--- config.mk ---
export PLATFORM = sky130hd
export DESIGN_NAME = des_iter_ctrl
export DESIGN_NICKNAME = d
export VERILOG_FILES = /design/src/rtl/des_iter_ctrl.sv
export SDC_FILE = /design/constraint.sdc
export NUM_CORES = 1
export LEC_CHECK = 0
export CORE_MARGIN = 1.5
export CORE_UTILIZATION = 41
export CTS_BUF_LIST = sky130_fd_sc_hd__clkbuf_2 sky130_fd_sc_hd__clkbuf_4 sky130_fd_sc_hd__clkbuf_8
export CTS_CLUSTER_DIAMETER = 30
export DETAILED_ROUTE_END_ITERATION = 8
export PLACE_DENSITY = 0.85
export SKIP_CTS_REPAIR_TIMING = 1
export SLEW_MARGIN = 20
export SYNTH_ARGS = -nofsm -noshare
export SYNTH_HDL_FRONTEND = slang
export SYNTH_SLANG_ARGS = --single-unit
--- constraint.sdc ---
create_clock -name clk -period 1.28 [get_ports clk]
set_input_delay 0.128 -clock clk [delete_from_list [all_inputs] [get_ports clk]]
set_output_delay 0.128 -clock clk [all_outputs]
set_load 0.02 [all_outputs]
--- src/rtl/des_iter_ctrl.sv ---
// Sequencing controller for the iterative DES/TDES datapath: handshakes a block in,
// strobes IP/key loads and 16 Feistel rounds per pass, then handshakes the result out.
// Optional triple-DES sequencing (3 passes with RELOAD) is enabled by DES_CTRL_TDES_EN.
module des_iter_ctrl (
  input  logic       clk,
  input  logic       rst,
  input  logic       in_valid,
  output logic       in_ready,
  input  logic       decrypt,
  output logic       out_valid,
  input  logic       out_ready,
  output logic       ld_data,
  output logic       ld_key,
  output logic [1:0] key_sel,
  output logic       round_en,
  output logic [3:0] round_idx,
  output logic [1:0] key_shift,
  output logic       key_dir,
  output logic       last_round,
  output logic       xfer,
  output logic       busy
);

  typedef enum logic [1:0] {
    S_IDLE   = 2'd0,
    S_ROUND  = 2'd1,
    S_RELOAD = 2'd2,
    S_DONE   = 2'd3
  } state_e;

`ifdef DES_CTRL_TDES_EN
  localparam logic [1:0] LAST_PASS = 2'd2;
`else
  localparam logic [1:0] LAST_PASS = 2'd0;
`endif

  state_e     state_q, state_d;
  logic [3:0] cnt_q, cnt_d;
  logic       mode_q, mode_d;
  logic [1:0] pass_q, pass_d;

  logic       accept;
  logic       pass_dec;
  logic       cnt_last;
  logic       more_passes;

  // Decrypt pass starts without a rotation because C/D already hold PC1(key) = K16 state.
  function automatic logic [1:0] shift_amt(input logic [3:0] idx, input logic dec);
    logic [1:0] amt;
    case (idx)
      4'd0:                 amt = dec ? 2'd0 : 2'd1;
      4'd1, 4'd8, 4'd15:    amt = 2'd1;
      default:              amt = 2'd2;
    endcase
    return amt;
  endfunction

  assign accept      = (state_q == S_IDLE) && in_valid;
  assign cnt_last    = (cnt_q == 4'd15);
  assign more_passes = (pass_q != LAST_PASS);
  // EDE for encrypt, DED for decrypt: the middle pass flips direction.
  assign pass_dec    = mode_q ^ (pass_q == 2'd1);

  // State register
  always_ff @(posedge clk) begin
    if (rst) begin
      state_q <= S_IDLE;
    end else begin
      state_q <= state_d;
    end
  end

  // Round counter, latched mode and pass index
  always_ff @(posedge clk) begin
    if (rst) begin
      cnt_q  <= 4'd0;
      mode_q <= 1'b0;
      pass_q <= 2'd0;
    end else begin
      cnt_q  <= cnt_d;
      mode_q <= mode_d;
      pass_q <= pass_d;
    end
  end

  always_comb begin
    cnt_d  = cnt_q;
    mode_d = mode_q;
    pass_d = pass_q;
    if (accept) begin
      cnt_d  = 4'd0;
      mode_d = decrypt;
      pass_d = 2'd0;
    end else if (state_q == S_ROUND) begin
      cnt_d = cnt_q + 4'd1;
      if (cnt_last && more_passes) begin
        pass_d = pass_q + 2'd1;
      end
    end
  end

  // Next-state logic
  always_comb begin
    state_d = state_q;
    case (state_q)
      S_IDLE: begin
        if (accept) state_d = S_ROUND;
      end
      S_ROUND: begin
        if (cnt_last) state_d = more_passes ? S_RELOAD : S_DONE;
      end
      S_RELOAD: state_d = S_ROUND;
      S_DONE: begin
        if (out_ready) state_d = S_IDLE;
      end
      default: state_d = S_IDLE;
    endcase
  end

  // Output decode
  always_comb begin
    in_ready   = 1'b0;
    out_valid  = 1'b0;
    ld_data    = 1'b0;
    ld_key     = 1'b0;
    key_sel    = 2'd0;
    round_en   = 1'b0;
    round_idx  = 4'd0;
    key_shift  = 2'd0;
    key_dir    = 1'b0;
    last_round = 1'b0;
    xfer       = 1'b0;
    busy       = (state_q != S_IDLE);
    case (state_q)
      S_IDLE: begin
        in_ready = 1'b1;
        if (in_valid) begin
          ld_data = 1'b1;
          ld_key  = 1'b1;
`ifdef DES_CTRL_TDES_EN
          key_sel = decrypt ? 2'd2 : 2'd0;
`endif
        end
      end
      S_ROUND: begin
        round_en   = 1'b1;
        round_idx  = cnt_q;
        key_shift  = shift_amt(cnt_q, pass_dec);
        key_dir    = pass_dec;
        last_round = cnt_last;
      end
      S_RELOAD: begin
`ifdef DES_CTRL_TDES_EN
        xfer    = 1'b1;
        ld_key  = 1'b1;
        key_sel = mode_q ? (2'd2 - pass_q) : pass_q;
`endif
      end
      S_DONE: begin
        out_valid = 1'b1;
      end
      default: ;
    endcase
  end

endmodule

Word-level counts from Yosys, hierarchy flattened
Cells that the tools add are included.

word-level totals
  register bits = 9
  word-level logic and storage cells = 43

cells by class
  $add $sub $neg = 2
  equality and inequality tests = 10
  mux-type cells = 16
  bitwise logic cells = 1
  reductions and logical operators = 10

operators with widths
  kind                   number
  $mux W1                9
  $eq A4 B4 Y1 const B   2
  $mux W2                4
  $pmux W2 S4            1
  $ne A2 B2 Y1 const B   3
  $add A4 B1 Y4 const B  1
  $eq A2 B1 Y1 const B   2
  $eq A2 B2 Y1 const B   2
  $eq A4 B1 Y1 const B   1
  $logic_not A4 Y1       1
  $mux W4                1
  $pmux W2 S2            1
  $reduce_bool A2 Y1     2
  $reduce_and A3 Y1      1
  $reduce_or A3 Y1       1
  $add A2 B1 Y2 const B  1
  $logic_and A1 B1 Y1    2
  $logic_not A2 Y1       1
  $reduce_and A2 Y1      1
  $reduce_or A2 Y1       1
  $xor A1 B1 Y1          1

Depth between registers and ports, before layout
Gate-level depths: netlist of run 1.

  depth after elaboration = 5
  depth in mapped cells = 5

Worst setup path after synthesis of run 1
Ideal clock, no wire load.

  kind = flip-flop to output port
  from = reg pass_q[1]
  to = out key_shift[0]
  arrival time = 1,509 ps
  data required time = 1,152 ps
  setup slack = -357 ps
  stages on the path, launching flop included = 6
  buffers on the path = 0
  cell sequence = dfxtp_1 -> inv_1 -> ha_1 -> xnor2_1 -> a21oi_1 -> o41ai_1

between the ends
  cells in the longest elaborated chain, start to end = 5

ends and longest elaborated chain
  item                    RTL line  source
  from (decl)             40        logic [1:0] pass_q, pass_d;
  from (signal assigned)  82        pass_q <= pass_d;
  $eq A2 B1 Y1            62        assign pass_dec = mode_q ^ (pass_q == 2'd1);
  $xor A1 B1 Y1           62
  $mux W1                 51        4'd0: amt = dec ? 2'd0 : 2'd1;
  $pmux W2 S2             50        case (idx)
  $mux W2                 134       case (state_q)
  to (decl)               17        output logic [1:0] key_shift,

No other way between the ends.

Worst setup path after layout of run 1
Same ends and word-level chain as after synthesis.

==> reports/summary.txt, run 1 <==
Critical Path RT: 1.15 ns
CORE AREA: 1370 µm²
drt wl/cell: 17.8 µm
final hold slack: 0.499 ns
Critical Path Max Stage Delay: 0.35 ns
Max Transition Viols Final: 0
Initial Util: 45.7%
drt pass-1 iters: 4
final instance area: 1200 µm²
worst min path class: flop to flop
register area share after synthesis: 28.9%
antenna cell count: 0
DRC violations left: 0
CP Launch Type: flop
synth warn: 0
Slowest-stage cell, CP: dfxtp_2
Area Growth Syn to Fin: 91.8%
Top FF cell, synth: dfxtp_1
post-route ant nets: 0
worst endpoint data arrival time: 1.52 ns
Boundary Pins: 22
final net count: 130
crit end category: output port
clk buf depth: 2
DP Cell Count: 126
layout cell share with drive strength beyond 1: 69.7%
TritonCTS Buffers: 3
final worst slack: -0.363 ns
gpl congestion: 0.732
final worst path period need: 1.64 ns
Max Cap Violations: 0
PortBufs: 18
Final Skew: 0.00304 ns
DP HPWL: 1360 µm
FILL cells: 63
maximum clock frequency: 609 MHz
die area: 1770 µm²
worst-skew pair later-pin latency: 0.26 ns
top cells by count, synth: dfxtp_1 (9), nor2_1 (8), inv_1 (7)
Synth top area share: 28.9%
initial antenna violation count: 0
Setup Crit Path Kind: flop to output port
Vias/cell: 5.40
P_leak: 0.503 nW
total wire length: 2390 µm
vias: 723
Worst-path clk slew: 0.06 ns
largest net degree at the start of global routing: 9
Non-Filler Instances: 134
failing checks: setup timing
Post-Syn Area: 624 µm²
Final Util: 87.6%
Max VDD drop: 0.584 mV
Setup-failing EPs final: 10
Post-Synthesis Cells: 73
vias in the first global route: 682
pwr/cell area: 631 nW/µm²
Syn Area/Cell: 8.55 µm²
R2R setup slack: -0.29 ns
Die W: 42.0 µm
first-pass GRT wire length: 2760 µm
Post-synth EDFFs: 0
Synth area leaders: dfxtp_1 (29%), ha_1 (10%), buf_4 (6.0%), a21oi_1 (4.8%), nor2_1 (4.8%)
Cell variety after synth: 31
CTS tree: yes
Async SR Flop Fraction: 0%
clock tree sinks: 9
Synth area leader: dfxtp_1
RSZ-0062 raised after global routing: yes
Final Hold Fails: 0
gr usage total: 20.5%
DP Area: 1020 µm²
first-iteration detailed-routing DRC count: 18
total grt overflow: 0
Critical Path, Cell by Cell: inv_2 > ha_4 > xnor2_4 > a21oi_2 > o41ai_4 > buf_4
most common cell in the synthesized netlist: dfxtp_1
buffer type at the clock tree root: clkbuf_4
Final Cycle Share: 128%
crit path max fanout: 2
die span in y: 42.0 µm
register bit total from synthesis: 9
status: finished, violations left
std cell rows: 13
htree depth: 1
cell families (layout without fill, tap and decap cells):
logic type / Yosys count / count (layout) / synth area share (%)
AND/OR/NAND/NOR: 26 / 26 / 26.3
buffers and inverters: 14 / 58 / 11.8
AO/OA/AOI/OAI: 13 / 13 / 14.4
flip-flops: 9 / 9 / 28.9
adder cells (fa/ha/maj): 5 / 5 / 10.0
multiplexers: 3 / 3 / 5.21
XOR/XNOR: 2 / 2 / 2.81
other: 1 / 3 / 0.601
cell type report:
cell class                 instances  area (µm²)  share of cell area (%)
clock buffer                       4        30.0                    2.51
inverter                           7        28.8                    2.40
multi-input combinational         52         519                    43.4
sequential                         9         191                    16.0
tap                               15        18.8                    1.57
timing repair buffer              47         409                    34.2
routing by layer:
layer  share of wire [%]  GRT usage (%)  vias up
li1                    -              -      334
met1                  41           22.5      361
met2                  53           35.6       22
met3                 3.4           7.33        6
met4                 2.3           8.75        0
met5                   0              0        -
final timing paths:
kind | start | end | depth (start not counted)
max reg2reg | cnt_q[0] | pass_q[1] | 7
max | pass_q[1] | key_shift[0] | 6
min reg2reg | pass_q[1] | pass_q[1] | 2
min | pass_q[1] | pass_q[1] | 2
state kept, by name, indices dropped and copies added, names as in the netlist:
| signal | count |
|---|---|
| cnt_q | 4 |
| pass_q | 2 |
| state_q | 2 |
| mode_q | 1 |
worst max-delay path: cells and delay by family (launching register included):
| kind | cells | cell delay (ns) |
|---|---|---|
| DFF | 1 | 0.35 |
| AOI/OAI and AO/OA | 2 | 0.31 |
| buffers and inverters | 2 | 0.26 |
| xor gates and xnor gates | 1 | 0.18 |
| adders and majority gates | 1 | 0.17 |
metrics by stage:
step           power (mW)  setup TNS [ns]  setup WS, ns
2_1_floorplan       0.402         -0.0174       -0.0103
3_3_place_gp        0.481           -4.16        -0.532
3_5_place_dp        0.487           -4.90        -0.610
4_1_cts             0.724           -8.21        -0.901
5_1_grt             0.783           -2.32        -0.394
6_report            0.755           -1.61        -0.363
layout by cell type, fill, tap and decap left out, drive strengths merged, types with 2 or more instances in the layout:
cell,Yosys,final
buf,7,40
dfxtp,9,9
nor2,8,8
a21oi,7,7
inv,7,7
clkbuf,0,6
ha,5,5
nand2,4,4
clkdlybuf4s50,0,4
conb,1,3
mux2,2,2
and2,2,2
o31ai,2,2
nor3b,2,2
nand3,2,2
power breakdown:
part           switching, mW  internal [mW]  leakage [nW]
clock                 0.0945          0.141        0.0184
combinational          0.114          0.111         0.408
sequential           0.00924          0.286        0.0766
total                  0.218          0.538         0.503
Power figures use the tool's default switching activity.
==> inputs of run 2 (changes only) <==
--- a/config.mk
+++ b/config.mk
@@ -11,8 +11,8 @@
 export CTS_CLUSTER_DIAMETER = 30
 export DETAILED_ROUTE_END_ITERATION = 8
 export PLACE_DENSITY = 0.85
+export SETUP_SLACK_MARGIN = 0.15
 export SKIP_CTS_REPAIR_TIMING = 1
-export SLEW_MARGIN = 20
 export SYNTH_ARGS = -nofsm -noshare
 export SYNTH_HDL_FRONTEND = slang
 export SYNTH_SLANG_ARGS = --single-unit
==> reports/summary.txt, run 2 <==
status: aborted with a tool error
Exit stage: global routing
error msg: [ERROR DPL-0033] detailed placement checks failed during check placement.
initial antenna violation count: 0
TritonCTS Buffers: 3 (unchanged)
Boundary Pins: 22 (unchanged)
Synth area leaders: dfxtp_1 (29%), ha_1 (10%), buf_4 (6.0%), a21oi_1 (4.8%), nor2_1 (4.8%)
gpl congestion: 0.821 (+12%)
synth warn: 0 (unchanged)
Die W: 42.0 µm (unchanged)
pre-CTS setup slack: -0.681 ns (-0.0710 ns)
clk buf depth: 2 (unchanged)
die span in y: 42.0 µm (unchanged)
Synth top area share: 28.9% (unchanged)
Synth area leader: dfxtp_1
largest net degree at the start of global routing: 8
worst_ep kind: primary output
most common cell in the synthesized netlist: dfxtp_1
Post-Synthesis Cells: 73 (unchanged)
register area share after synthesis: 28.9% (unchanged)
buffer type at the clock tree root: clkbuf_4
PortBufs: 18 (unchanged)
top cells by count, synth: dfxtp_1 (9), nor2_1 (8), inv_1 (7)
register bit total from synthesis: 9 (unchanged)
Post-synth EDFFs: 0 (unchanged)
clock tree sinks: 9 (unchanged)
std cell rows: 13 (unchanged)
Cell variety after synth: 31 (unchanged)
Initial Util: 45.7% (unchanged)
Post-Syn Area: 624 µm² (unchanged)
Worst EP post-GRT repair: key_shift[0]
Top FF cell, synth: dfxtp_1
Syn Area/Cell: 8.55 µm² (unchanged)
htree depth: 1 (unchanged)
Async SR Flop Fraction: 0% (unchanged)
DP HPWL: 1550 µm (+13%)
## run 2: cell counts after synthesis
Identical to the previous run, type by type.
## run 2: cells by family after synthesis
kind of cell	share of synthesized area (%)
AO/OA/AOI/OAI	14.4
XOR/XNOR	2.81
adder cells (fa/ha/maj)	10.0
buffers and inverters	11.8
flip-flops	28.9
multiplexers	5.21
other	0.601
AND/OR/NAND/NOR	26.3
## run 2: through the flow
step                cell area, µm²  cells
floorplan                      694     75
global placement              1050    127
detailed placement            1050    127
CTS                           1080    131
==> inputs of run 3 (changes only) <==
==> config.mk (replaced) <==
export PLATFORM = sky130hd
export DESIGN_NAME = des_iter_ctrl
export DESIGN_NICKNAME = d
export VERILOG_FILES = /design/src/rtl/des_iter_ctrl.sv
export SDC_FILE = /design/constraint.sdc
export NUM_CORES = 1
export LEC_CHECK = 0
export CORE_AREA = 2 2 63 65
export DETAILED_ROUTE_END_ITERATION = 8
export DIE_AREA = 0 0 65 67
export PLACE_DENSITY_LB_ADDON = 0.15
export SKIP_CTS_REPAIR_TIMING = 1
export SYNTH_ARGS = -nofsm -noshare
export SYNTH_HDL_FRONTEND = slang
export SYNTH_SLANG_ARGS = --single-unit
==> constraint.sdc (replaced) <==
create_clock -name clk -period 1.65 [get_ports clk]
set_input_delay 0.165 -clock clk [delete_from_list [all_inputs] [get_ports clk]]
set_output_delay 0.165 -clock clk [all_outputs]
set_load 0.02 [all_outputs]
==> reports/summary.txt, run 3 (same netlist as run 1, synthesis figures left out) <==
crit path max fanout: 2
worst-skew pair later-pin latency: 0.23 ns
total grt overflow: 0
final net count: 122
Final Skew: 0.000529 ns
r2r worst-path depth: 7
largest net degree at the start of global routing: 9
Area Growth Syn to Fin: 75.0%
R2R setup slack: 0.08 ns
commonest non-fill, non-tap cell in the layout: buf_4
clock tree sinks: 9 (unchanged)
maximum clock frequency: 613 MHz
antenna cell count: 0
gr usage total: 8.63%
drt wl/cell: 10.2 µm
hold_sp: pass_q[1]
pwr/cell area: 564 nW/µm²
Final Hold Fails: 0
Setup-failing EPs final: 0
Max Transition Viols Final: 0
die area: 4360 µm²
Largest Register: cnt_q
first-iteration detailed-routing DRC count: 19
Vias/cell: 3.92
initial antenna violation count: 0
std cell rows: 22 (+9)
most used cells in the layout excluding fill and tap cells: buf_4 (19), dlymetal6s2s_1 (11), nor2_1 (8)
total wire length: 1610 µm
worst r2r dst: pass_q[1]
Final Cycle Share: 98.9%
first-pass GRT wire length: 2730 µm
Final Util: 30.3%
DP HPWL: 1310 µm (-15%)
Max Cap Violations: 0
Die W: 65 µm (+55%)
worst endpoint data arrival time: 1.47 ns
CP Launch Type: flop
vias in the first global route: 609
htree depth: 1 (unchanged)
final worst path period need: 1.63 ns
Boundary Pins: 22 (unchanged)
worst flop-to-flop path startpoint: cnt_q[0]
clk buf depth: 2 (unchanged)
P_leak: 0.589 nW
gpl congestion: 0.703 (-14%)
max reg flops: 4
Setup Crit Path Kind: flop to output port
buffer type at the clock tree root: clkbuf_8
biggest regs: cnt_q: 4 flops, pass_q: 2 flops, state_q: 2 flops
Critical Path RT: 1.48 ns
TritonCTS Buffers: 3 (unchanged)
die span in y: 67 µm (+59%)
Max VDD drop: 0.163 mV
DRC violations left: 0
layout cell share with drive strength beyond 1: 35.1%
status: complete, no violations
pre-CTS setup slack: -0.234 ns (+0.447 ns)
final worst slack: 0.0182 ns
PortBufs: 18 (unchanged)
Worst-path clk slew: 0.05 ns
drt pass-1 iters: 3
crit end category: output port
Worst Hold Path EP: pass_q[1]
CORE AREA: 3610 µm²
post-route ant nets: 0
Hold Path Depth: 2
worst min path class: flop to flop
Initial Util: 17.3% (-28 points)
CTS tree: yes
RSZ-0062 raised after global routing: yes
vias: 623
==> run 3: layout make-up <==
type / count / area, µm²
Fill cell: 386 / 2510
Multi-Input combinational cell: 52 / 405
Timing Repair Buffer: 39 / 370
Sequential cell: 9 / 185
Tap cell: 48 / 60.1
Clock buffer: 4 / 45.0
Inverter: 7 / 26.3
==> run 3: how the worst max path moves through the flow <==
| stage | from | end | slack (ns) | cells after the start |
|---|---|---|---|---|
| after floorplan | state_q[0] | pass_q[0] | 0.07 | 4 |
| after global placement | pass_q[1] | key_shift[0] | -0.19 | 6 |
| after detailed placement | pass_q[1] | key_shift[0] | -0.23 | 6 |
| after CTS | pass_q[1] | key_shift[0] | -0.49 | 6 |
| after global routing | pass_q[1] | key_shift[0] | -0.04 | 6 |
| final | pass_q[1] | key_shift[0] | 0.02 | 6 |
==> run 3: worst max-delay path, stage by stage, from the launching register on <==
cell	delay [ns]
dfxtp_1	0.33
inv_1	0.06
ha_1	0.20
xnor2_2	0.16
a21oi_1	0.10
o41ai_2	0.20
buf_4	0.19
==> run 3: stage by stage <==
stage	instance area [µm²]	hold WS, ns	setup TNS [ns]	std cells	total power [mW]
2_1_floorplan	639	0.237	0	75	0.304
3_3_place_gp	990	0.478	-0.730	155	0.367
3_5_place_dp	990	0.477	-0.639	155	0.367
4_1_cts	1030	0.486	-2.39	159	0.629
5_1_grt	1090	0.508	-0.0416	159	0.651
6_report	1090	0.488	0	159	0.616
==> run 3: power by group <==
group | switching [mW] | leakage (nW) | internal, mW | total [mW]
registers | 0.00527 | 0.0743 | 0.222 | 0.228
clock network | 0.0871 | 0.0228 | 0.168 | 0.255
logic | 0.0669 | 0.492 | 0.0662 | 0.133
total | 0.159 | 0.589 | 0.457 | 0.616
==> run 3: per-layer routing <==
metal	share of wire (%)	global-route usage (%)	vias up
met2	51	13.8	14
met4	1.7	6.38	0
li1	-	-	323
met5	0	0	-
met1	42	9.81	284
met3	4.5	2.36	2
